## config.mk

```make
export PLATFORM = sky130hd
export DESIGN_NAME = bram_fifo_ctrl
export DESIGN_NICKNAME = d
export VERILOG_FILES = /design/src/rtl/bram_fifo_ctrl.sv
export SDC_FILE = /design/constraint.sdc
export NUM_CORES = 1
export LEC_CHECK = 0
export CORE_MARGIN = 5
export CORE_UTILIZATION = 30
export CTS_BUF_LIST = sky130_fd_sc_hd__clkbuf_16
export CTS_CLUSTER_SIZE = 16
export DETAILED_ROUTE_END_ITERATION = 8
export HOLD_SLACK_MARGIN = 0.12
export MAX_ROUTING_LAYER = met4
export SYNTH_ARGS = -nofsm -noshare
export SYNTH_HDL_FRONTEND = slang
export SYNTH_SLANG_ARGS = --single-unit
export TNS_END_PERCENT = 1
```

## constraint.sdc

```tcl
create_clock -name CLK -period 3.9 [get_ports CLK]
set_clock_uncertainty 0.15 [all_clocks]
set_input_delay 0.39 -clock CLK [delete_from_list [all_inputs] [get_ports CLK]]
set_output_delay 0.39 -clock CLK [all_outputs]
set_load 0.01 [all_outputs]
```

## src/rtl/bram_fifo_ctrl.sv

```systemverilog
`timescale 1ns/1ps
// bram_fifo_ctrl: ready/valid FIFO over a dual-port BRAM with a 2-slot output buffer; BRAM_FIFO_CTRL_COUNT_EN adds the COUNT port
module bram_fifo_ctrl #(
  parameter int ADDR_WIDTH = 4,
  parameter int DATA_WIDTH = 32
) (
  input  logic                  CLK,
  input  logic                  RST,
  input  logic [DATA_WIDTH-1:0] IN_DATA,
  input  logic                  IN_VALID,
  output logic                  IN_READY,
  output logic [DATA_WIDTH-1:0] OUT_DATA,
  output logic                  OUT_VALID,
  input  logic                  OUT_READY,
  output logic [DATA_WIDTH-1:0] RAM_DI,
  output logic [ADDR_WIDTH-1:0] RAM_WR_ADDR,
  output logic                  RAM_WE,
  output logic [ADDR_WIDTH-1:0] RAM_RD_ADDR,
  input  logic [DATA_WIDTH-1:0] RAM_DO
`ifdef BRAM_FIFO_CTRL_COUNT_EN
  ,
  output logic [ADDR_WIDTH+1:0] COUNT
`endif
);
  localparam logic [ADDR_WIDTH:0] DEPTH = {1'b1, {ADDR_WIDTH{1'b0}}};
  logic [ADDR_WIDTH-1:0] r_wr_ptr, r_rd_ptr;
  logic [ADDR_WIDTH:0]   r_ram_count;
  logic                  r_pend;
  logic [1:0]            r_occ;
  logic [DATA_WIDTH-1:0] r_buf0, r_buf1;
  logic                  w_enq, w_deq, w_rd_issue;
  logic [1:0]            w_occ_left;
  assign IN_READY    = !RST && r_ram_count != DEPTH;
  assign OUT_VALID   = !RST && r_occ != 2'd0;
  assign OUT_DATA    = r_buf0;
  assign w_enq       = IN_VALID && IN_READY;
  assign w_deq       = OUT_VALID && OUT_READY;
  // buffer occupancy once this cycle's pop is done, before the in-flight word lands
  assign w_occ_left  = r_occ - {1'b0, w_deq};
  assign w_rd_issue  = !RST && r_ram_count != '0 && (w_occ_left + {1'b0, r_pend}) < 2'd2;
  assign RAM_DI      = IN_DATA;
  assign RAM_WE      = w_enq;
  assign RAM_WR_ADDR = r_wr_ptr;
  assign RAM_RD_ADDR = r_rd_ptr;
`ifdef BRAM_FIFO_CTRL_COUNT_EN
  assign COUNT = RST ? '0 : {1'b0, r_ram_count} + (ADDR_WIDTH+2)'(r_pend) + (ADDR_WIDTH+2)'(r_occ);
`endif
  always_ff @(posedge CLK) begin
    if (RST) begin
      r_wr_ptr    <= '0;
      r_rd_ptr    <= '0;
      r_ram_count <= '0;
      r_pend      <= 1'b0;
      r_occ       <= 2'd0;
    end else begin
      if (w_enq) r_wr_ptr <= r_wr_ptr + 1'b1;
      if (w_rd_issue) r_rd_ptr <= r_rd_ptr + 1'b1;
      r_ram_count <= r_ram_count + (ADDR_WIDTH+1)'(w_enq) - (ADDR_WIDTH+1)'(w_rd_issue);
      r_pend      <= w_rd_issue;
      r_occ       <= w_occ_left + {1'b0, r_pend};
    end
  end
  always_ff @(posedge CLK) begin
    if (r_occ == 2'd0 || w_deq) r_buf0 <= (r_occ == 2'd2) ? r_buf1 : RAM_DO;
    if (r_pend && w_occ_left == 2'd1) r_buf1 <= RAM_DO;
  end
endmodule

```

==> results.ini <==
[worst_setup_path]
r2r-end = r_ram_count[4]
r2r_start = r_occ[1]
critPathKind = primary input to register
crit_arrival_ns = 3.47
crit_fanout = 5
cp.required_ns = 4.00
crit_path_start_kind = primary input
crit_end = r_ram_count[4]
cp-end-kind = register
cp-startpoint = RST
reg2reg_depth = 17
r2r_setup_slack_ns = 0.67

[global_route]
grt_pass1_vias = 1950
grt_pass1_wl_um = 9700
grt_max_degree = 33
antenna_found_initial = 0
grt_usage_pct = 9.68
gr-total-overflow = 0

[yosys]
synth_compound_area_share_pct = 1.28
synthCells = 228
muxShareOfSynthArea_pct = 10.5
async_reset_ff_share_pct = 0
synth_edf_count = 64
synth-adder-area-share_pct = 4.23
synthTopCellsByArea = edfxtp_1, mux2_2, dfxtp_1, buf_4, ha_1
synth_nets = 307
synth_top_family_by_area = multiplexers
synthDominantCellAreaShare_pct = 56.0
synth_simple_gate_area_share_pct = 6.53
ys.flop_type = edfxtp_1
netlist_top_cells_count = edfxtp_1, buf_4, mux2_2, dfxtp_1, nor2_1
syn_area_um2 = 3430
synth_top_area_cell = edfxtp_1
synth_cell_type_count = 30
ys_seq_elements = 80
yosys.cell_count.top_type = edfxtp_1
synth_xor_area_share_pct = 2.99
ys_seq_area_share_pct = 65.4
yosys_warnings = 0
syn_area_per_cell_um2 = 15.0

[timing]
period_minus_slack_ns = 3.38
finalSetupTns_ns = 0
slew_violations = 0
tightestPinTransition_ns = 1.07
fin_crit_sh_pct = 86.6
clock.fmax_mhz = 296
layout_setup_ws_ns = 0.521
hold_viol = 0
finalSetupViolCount = 0
maxSlewHeadroom_pct = 28.3
rsz0062_at_grt = false

[drt]
wl_um = 6380
ant_nets = 0
vias_per_cell = 4.41
route.vias.total = 1886
first_pass_iters = 3
drc = 0
wl_per_cell_um = 14.9
drt_iter0_drc = 74

[clock_network]
clk_pin_slew_worst_paths_ns = 0.06
cts_buffers = 9
cts.sinks = 80
clock_latency_ns = 0.32
cts_buffer_depth = 2
cts-root-buf = clkbuf_16
htreeDepth = 3
cts_tree = yes
cts_setup_buffers = 0
cts_hold_buf = 0
cts_resized = 0

[pwr]
p_leak_nw = 1.60
power_density_nw_per_um2 = 777
ir_worst_vdd_uv = 254

[placed_design]
place_ws_ns = 0.174
port_buffers = 78
place_inst = 413
gp_congestion = 0.716
dp_hpwl_um = 4380

[final_layout]
fin_nets = 360
fillers = 1097
fin_cells = 428
area_delta_synth_final_pct = 30.0
n_antenna_cell = 0
layout-drive-gt1-share_pct = 18.6

[floorplan]
fp.coreArea_um2 = 11300
dieArea_um2 = 13700
io_pins = 143
die-width_um = 117
initial_core_util_pct = 30.3
row_count = 39
die_h_um = 117

[status]
outcome = completed

[job]
max_cap_viol_count = 0

[hold_path]
hp-class = register to register

[stage by stage]
stage	power (W)	hold slack (ns)	cell area (um^2)	util [%]
final	0.00347	0.352	4460	39.4
after global routing	0.00370	0.397	4460	39.4
after CTS	0.00354	0.353	4460	39.4
after detailed placement	0.00265	0.339	4150	36.6
after global placement	0.00263	0.335	4150	36.6
after floorplan	0.00213	0.339	3430	-
[metal layers]
metal	routed length [um]	vias up	track usage [%]
met5	0	-	-
met2	2780	76	14.2
met1	2800	891	11.8
met4	155	0	4.59
li1	-	888	-
met3	634	31	3.65
[cell families (layout without fill, tap and decap cells)]
group / after synthesis / count (layout)
AOI/OAI and AO/OA: 7 / 7
xor gates and xnor gates: 10 / 10
adders and majority gates: 11 / 11
buffers and inverters: 48 / 105
DFF: 80 / 80
muxes: 32 / 32
and+or+nand+nor: 40 / 40
[registers in the layout (all words and copies together) (netlist names)]
name / count
RAM_RD_ADDR: 4
OUT_DATA: 32
r_buf1: 32
r_ram_count: 5
r_pend: 1
RAM_WR_ADDR: 4
r_occ: 2
[power breakdown]
| group | leakage [nW] | total, W | internal [W] | switching [W] |
|---|---|---|---|---|
| Sequential | 0.751 | 0.00140 | 0.00129 | 0.000113 |
| Combinational | 0.702 | 0.00120 | 0.000631 | 0.000568 |
| Clock | 0.151 | 0.000866 | 0.000554 | 0.000312 |
| Total | 1.60 | 0.00347 | 0.00247 | 0.000993 |
[worst min path at each step]
stage | start | slack [ns] | to | cells past startpoint
2_1_floorplan | RAM_DO[0] | 0.34 | r_buf1[0] | 0
3_3_place_gp | RAM_WR_ADDR[1] | 0.33 | RAM_WR_ADDR[1] | 2
3_5_place_dp | RAM_WR_ADDR[1] | 0.34 | RAM_WR_ADDR[1] | 2
4_1_cts | RAM_WR_ADDR[1] | 0.35 | RAM_WR_ADDR[1] | 2
5_1_grt | RAM_RD_ADDR[3] | 0.40 | RAM_RD_ADDR[3] | 2
6_report | RAM_WR_ADDR[1] | 0.35 | RAM_WR_ADDR[1] | 2
[layout by cell type, fill, tap and decap left out, types with 2 or more instances in the layout]
master           instances
edfxtp_1                64
clkinv_1                 2
nor2b_1                  5
nand3_2                  2
ha_1                    10
nand2_1                  3
mux2_2                  30
dfxtp_1                 16
bufinv_16                2
clkinv_4                 2
nor2_1                  15
clkbuf_16                9
a21oi_1                  3
buf_4                    2
xnor2_1                  2
mux2_1                   2
clkdlybuf4s50_1         78
inv_1                   10
nand3_1                  5
and3_1                   3
xor2_1                   7
[worst max-delay path, stage by stage]
cell and delay, ns:
clkdlybuf4s50_1 0.48, nand2b_1 0.17, nor2_1 0.06, ha_1 0.27, inv_1 0.07, ha_1 0.14, xnor3_2 0.32, nand2_4 0.11
nor2_1 0.04, ha_1 0.27, inv_1 0.05, ha_1 0.15, inv_1 0.05, fa_1 0.37, nor2b_1 0.17, o21bai_1 0.10
nand3_1 0.08, nor3b_1 0.17
[final cells by class]
type                       count  area, um^2  area share (%)
clock buffer                   9         225            5.05
clock inverter                 6        85.1            1.91
inverter                      10        37.5           0.842
multi-input combinational    100         895            20.1
sequential                    80        2240            50.3
tap                          143         179            4.01
timing repair buffer          80         796            17.8
(Power assumes the default switching activity.)
